<file path="config.mk">
export PLATFORM = sky130hd
export DESIGN_NAME = pin_bus_bridge
export DESIGN_NICKNAME = d
export VERILOG_FILES = /design/src/rtl/pin_bus_bridge.sv
export SDC_FILE = /design/constraint.sdc
export NUM_CORES = 1
export LEC_CHECK = 0
export BUFFER_PORTS_ARGS = -buffer_cell sky130_fd_sc_hd__buf_2
export CORE_UTILIZATION = 45
export CTS_BUF_LIST = sky130_fd_sc_hd__clkbuf_16
export DETAILED_ROUTE_END_ITERATION = 8
export GPL_TIMING_DRIVEN = 0
export PLACE_DENSITY = 0.75
export SLEW_MARGIN = 10
export SYNTH_ARGS = -nofsm -noshare
export SYNTH_HDL_FRONTEND = slang
export SYNTH_SLANG_ARGS = --single-unit
</file>
<file path="constraint.sdc">
create_clock -name clk -period 1.4 [get_ports clk]
set_clock_uncertainty 0.05 [all_clocks]
set_input_delay 0.07 -clock clk [delete_from_list [all_inputs] [get_ports clk]]
set_output_delay 0.07 -clock clk [all_outputs]
set_load 0.02 [all_outputs]
</file>
<file path="src/rtl/pin_bus_bridge.sv">
// pin_bus_bridge: multiplexed address/data pin bridge with read turnaround and wait states.
// Optional feature macro BUS_TIMEOUT_EN bounds DATA-phase waits to TIMEOUT_CYC and raises cpu_err.
module pin_bus_bridge #(
  parameter int ADDR_W      = 12,
  parameter int DATA_W      = 4,
  parameter int PIN_W       = 8,
  parameter int TURN_CYC    = 1,
  parameter int TIMEOUT_CYC = 16
) (
  input  logic              clk,
  input  logic              rst,
  input  logic              cpu_req,
  input  logic              cpu_we,
  input  logic [ADDR_W-1:0] cpu_addr,
  input  logic [DATA_W-1:0] cpu_wdata,
  output logic              cpu_ready,
  output logic [DATA_W-1:0] cpu_rdata,
  output logic              cpu_err,
  output logic              busy,
  output logic [PIN_W-1:0]  pin_addr,
  output logic              pin_ale,
  output logic              pin_rw,
  output logic [DATA_W-1:0] pin_data_out,
  output logic [DATA_W-1:0] pin_data_oe,
  input  logic [DATA_W-1:0] pin_data_in,
  input  logic              pin_wait
);

  localparam int unsigned NB     = (ADDR_W + PIN_W - 1) / PIN_W;
  localparam int unsigned EXT_W  = NB * PIN_W;
  localparam int unsigned BEAT_W = (NB > 1) ? $clog2(NB) : 1;
  localparam int unsigned TURN_W = (TURN_CYC > 1) ? $clog2(TURN_CYC) : 1;

  if (ADDR_W < 1 || DATA_W < 1 || PIN_W < 1 || TURN_CYC < 0 || TIMEOUT_CYC < 1) begin : g_bad_params
    $error("pin_bus_bridge: illegal parameter combination");
  end

  typedef enum logic [2:0] {
    IDLE,
    ADDR,
    TURN,
    DATA,
    DONE
  } state_t;

  state_t              state;
  logic                we_q;
  logic [EXT_W-1:0]    addr_q;
  logic [DATA_W-1:0]   wdata_q;
  logic [BEAT_W-1:0]   beat_cnt;
  logic [TURN_W-1:0]   turn_cnt;

`ifdef BUS_TIMEOUT_EN
  localparam int unsigned WAIT_W = (TIMEOUT_CYC > 1) ? $clog2(TIMEOUT_CYC) : 1;
  logic [WAIT_W-1:0]   wait_cnt;
`endif

  // Beat 0 is the most-significant PIN_W slice of the zero-extended address.
  function automatic logic [PIN_W-1:0] beat_slice(input logic [EXT_W-1:0] ext,
                                                  input int unsigned beat);
    logic [EXT_W-1:0] sh;
    sh = ext >> ((NB - 1 - beat) * PIN_W);
    return sh[PIN_W-1:0];
  endfunction

  // Outputs are assigned together with the state they belong to, so every pin is a flop.
  always_ff @(posedge clk) begin
    if (rst) begin
      state        <= IDLE;
      we_q         <= 1'b0;
      addr_q       <= '0;
      wdata_q      <= '0;
      beat_cnt     <= '0;
      turn_cnt     <= '0;
      cpu_ready    <= 1'b0;
      cpu_rdata    <= '0;
      busy         <= 1'b0;
      pin_addr     <= '0;
      pin_ale      <= 1'b0;
      pin_rw       <= 1'b0;
      pin_data_out <= '0;
      pin_data_oe  <= '0;
`ifdef BUS_TIMEOUT_EN
      wait_cnt     <= '0;
      cpu_err      <= 1'b0;
`endif
    end else begin
      cpu_ready <= 1'b0;
      unique case (state)
        IDLE: begin
          if (cpu_req) begin
            we_q     <= cpu_we;
            addr_q   <= EXT_W'(cpu_addr);
            wdata_q  <= cpu_wdata;
            beat_cnt <= '0;
            state    <= ADDR;
            busy     <= 1'b1;
            pin_ale  <= 1'b1;
            pin_addr <= beat_slice(EXT_W'(cpu_addr), 32'd0);
            pin_rw   <= cpu_we;
`ifdef BUS_TIMEOUT_EN
            cpu_err  <= 1'b0;
`endif
          end
        end

        ADDR: begin
          if (beat_cnt == BEAT_W'(NB - 1)) begin
            pin_ale  <= 1'b0;
            pin_addr <= '0;
            if (we_q || TURN_CYC == 0) begin
              state        <= DATA;
              pin_data_oe  <= {DATA_W{we_q}};
              pin_data_out <= we_q ? wdata_q : '0;
`ifdef BUS_TIMEOUT_EN
              wait_cnt     <= '0;
`endif
            end else begin
              state    <= TURN;
              turn_cnt <= '0;
            end
          end else begin
            beat_cnt <= beat_cnt + 1'b1;
            pin_addr <= beat_slice(addr_q, 32'(beat_cnt) + 32'd1);
          end
        end

        TURN: begin
          if (turn_cnt == TURN_W'(TURN_CYC - 1)) begin
            state        <= DATA;
            pin_data_oe  <= '0;
            pin_data_out <= '0;
`ifdef BUS_TIMEOUT_EN
            wait_cnt     <= '0;
`endif
          end else begin
            turn_cnt <= turn_cnt + 1'b1;
          end
        end

        DATA: begin
          if (!pin_wait) begin
            if (!we_q) cpu_rdata <= pin_data_in;
            state        <= DONE;
            cpu_ready    <= 1'b1;
            pin_rw       <= 1'b0;
            pin_data_oe  <= '0;
            pin_data_out <= '0;
          end
`ifdef BUS_TIMEOUT_EN
          else if (wait_cnt == WAIT_W'(TIMEOUT_CYC - 1)) begin
            state        <= DONE;
            cpu_ready    <= 1'b1;
            cpu_err      <= 1'b1;
            pin_rw       <= 1'b0;
            pin_data_oe  <= '0;
            pin_data_out <= '0;
          end else begin
            wait_cnt <= wait_cnt + 1'b1;
          end
`endif
        end

        DONE: begin
          state <= IDLE;
          busy  <= 1'b0;
        end

        default: state <= IDLE;
      endcase
    end
  end

`ifndef BUS_TIMEOUT_EN
  assign cpu_err = 1'b0;
`endif

endmodule

</file>
==> run metrics <==
status finished with violations; failing checks setup timing; die area 3720 um2; Ant. Diodes 0; crit path kind reg -> reg; #FFs+latches synth 38; DRT Pass-1 Iters 4; CTS Buffer Depth 2; Worst Path Buf+Inv 2; Power Density 1190 nW/um2; initial antenna violation count 0; area leader, netlist dfxtp_1; static leakage 0.967 nW; Slew Limit Fails 0; Initial Utilization 46.9%; wire per inst 12.4 um; CTS tree built; sequential cell area fraction in the yosys report 48.6%; DIE WIDTH 61.0 um; Nets 277; GRT Total Usage 22.3%; Final Hold Vio Count 0; hpwl dp 2340 um; Distinct cells, synth 30; Remaining DRCs 0; I/O Pins 50; Worst Path Required 1.49 ns; die height 61.0 um; largest net degree at the start of global routing 12; hold path start pin_data_in[1]; Worst Hold Class in -> reg; CP top delay family simple AND/OR/NAND/NOR gates; synthesis-to-layout area growth 41.8%; Routed Wire Length 3700 um; Via density 4.99; CTS Buf Count 5; Vias 1491; RSZ-0062 raised after global routing yes; area of the core 3340 um2; crit-path max FO 10; Mapped Avg Cell Area 8.60 um2; synth warn 0; first-pass GRT wire length 5930 um; layout cells sized above 1 34.0%; Most common cell on crit path buf_6; setup_tns -1.04 ns; Clk pin slew, worst setup/hold paths 0.06 ns; total gr overflow 0; cells after synthesis 182; minimum clock period 1.48 ns; post-layout util 66.5%; Setup crit start kind flop; crit path launch state[2]$_SDFFE_PP0P_; Mapped Area 1570 um2; placement row count 21; vias in the first global route 1369; Max-slew headroom 65.5%; Setup-failing EPs final 21; synth top area cells dfxtp_1 49%, nand2_1 7.9%, a21oi_1 7.4%; crit path DAT 1.57 ns; CP max stage delay 0.54 ns; Peak VDD IR 0.000786 V; global placement routability congestion 0.784; DRT iter0 DRCs 44; total power 2.65 mW; crit share post-route 106%; CTS H-tree lvls 2; Post-DRT Antenna Nets 0; clock tree root driver cell clkbuf_16; post-synth net total 207; clk sinks 38; critical path cell sequence or4b_4 -> buf_6 -> buf_6 -> nand2_1 -> a21oi_1; Worst-Margin Slew 0.517 ns; Worst-Skew Late Latency 0.28 ns; total of max-cap violations 0; Filler cells 290; Final WS setup -0.0807 ns; slowest stage cell, crit path or4b_4; post-synth top area share 48.6%; PortBufs 48; Fmax 675 MHz; crit end category flop; R2R Path Start state[2]$_SDFFE_PP0P_
[worst paths after layout]
kind,to,slack [ns],cells past startpoint
setup / recovery,addr_q[3]$_SDFFE_PP0P_,-0.08,5
hold / removal,cpu_rdata[1]$_SDFFE_PP0P_,0.009,3
setup reg to reg,addr_q[3]$_SDFFE_PP0P_,-0.08,5
hold reg to reg,addr_q[2]$_SDFFE_PP0P_,0.40,2
[kinds of logic after synthesis]
group,after synthesis,share of synthesized area [%]
and+or+nand+nor,73,24.3
buffers and inverters,19,6.47
muxes,4,2.56
DFF,38,48.6
other,1,0.240
AOI/OAI and AO/OA,47,17.8
[worst register-to-register path, cell delays in order, from the launching register on]
cell	delay (ns)
dfxtp_2	0.34
or4b_4	0.54
buf_6	0.15
buf_6	0.13
nand2_1	0.06
a21oi_1	0.06
[what timing repair did]
action                     in CTS  in global routing
hold buffers                   12                  0
gates cloned                    1                  0
pin swaps                       0                  2
gates resized for setup         5                 14
hold endpoints to repair       12                  0
setup buffers                   1                  3
setup endpoints to repair      30                 33
[placed cells by master, fill, tap and decap left out, types with 2 or more instances in the layout]
cell	instances
clkbuf_16	5
nor4b_4	2
a21oi_1	23
dfxtp_1	34
buf_6	2
nand2b_1	11
nor2b_1	5
buf_1	2
a211oi_1	2
o21ai_0	4
dfxtp_2	3
nand2_1	33
mux2i_1	4
or2_2	3
dlygate4sd3_1	12
o21ai_1	3
buf_4	9
nor3_1	5
nor2_1	8
clkbuf_4	2
inv_1	4
o22ai_1	4
buf_2	51
a22o_1	4
[through the flow]
stage          setup WS, ns  hold WS, ns  cell area, um2  cells
2_1_floorplan       0.00820        0.156            1570    182
5_1_grt              -0.147       0.0312            2220    299
3_3_place_gp         -0.144        0.260            1870    276
6_report            -0.0807      0.00887            2220    299
4_1_cts             -0.0800       0.0101            2160    296
3_5_place_dp         -0.157        0.265            1870    276
[synthesized netlist by cell type, drive strengths merged]
cell type and count:
inv 3, nand3 1, or3b 2, a22o 4, o21a 1, nand2 33, nor4b 2, a31oi 2
buf 13, nor2b 5, o22ai 4, mux2i 4, conb 1, a2111oi 1, a21oi 23, nor2 8
a311oi 1, or4b 1, o21ai 7, clkbuf 3, a31o 1, nor3 7, nand2b 11, dfxtp 38
a211oi 3, or2 3
[registers in the layout, summed over array words and instances (netlist names), 3 cells and up]
name and cells:
cpu_rdata 4, pin_data_out 4, addr_q 8, wdata_q 4, state 3, pin_addr 8
[metal layers]
layer  part of all wire, %  GRT usage (%)  up-vias
met5                     0              0        -
met4                   2.2           12.7        0
met3                   6.4           5.76        8
met2                    46           36.3       49
met1                    46           26.7      674
li1                      -              -      760
[where the power goes]
group          switching [mW]  internal [mW]
clock network           0.416          0.643
registers              0.0434           1.14
logic                   0.208          0.193
[layout make-up]
| cell class | count | area, um2 | area share, % |
|---|---|---|---|
| inverters | 3 | 11.3 | 0.507 |
| clock inverters | 3 | 12.5 | 0.564 |
| plain buffers | 14 | 96.3 | 4.34 |
| clock buffers | 5 | 125 | 5.64 |
| flip-flops and latches | 38 | 768 | 34.6 |
| multi-input cells | 125 | 753 | 33.9 |
| well taps | 46 | 57.6 | 2.59 |
| repair buffers | 65 | 395 | 17.8 |
No activity file was read; power rests on OpenSTA's default activity.
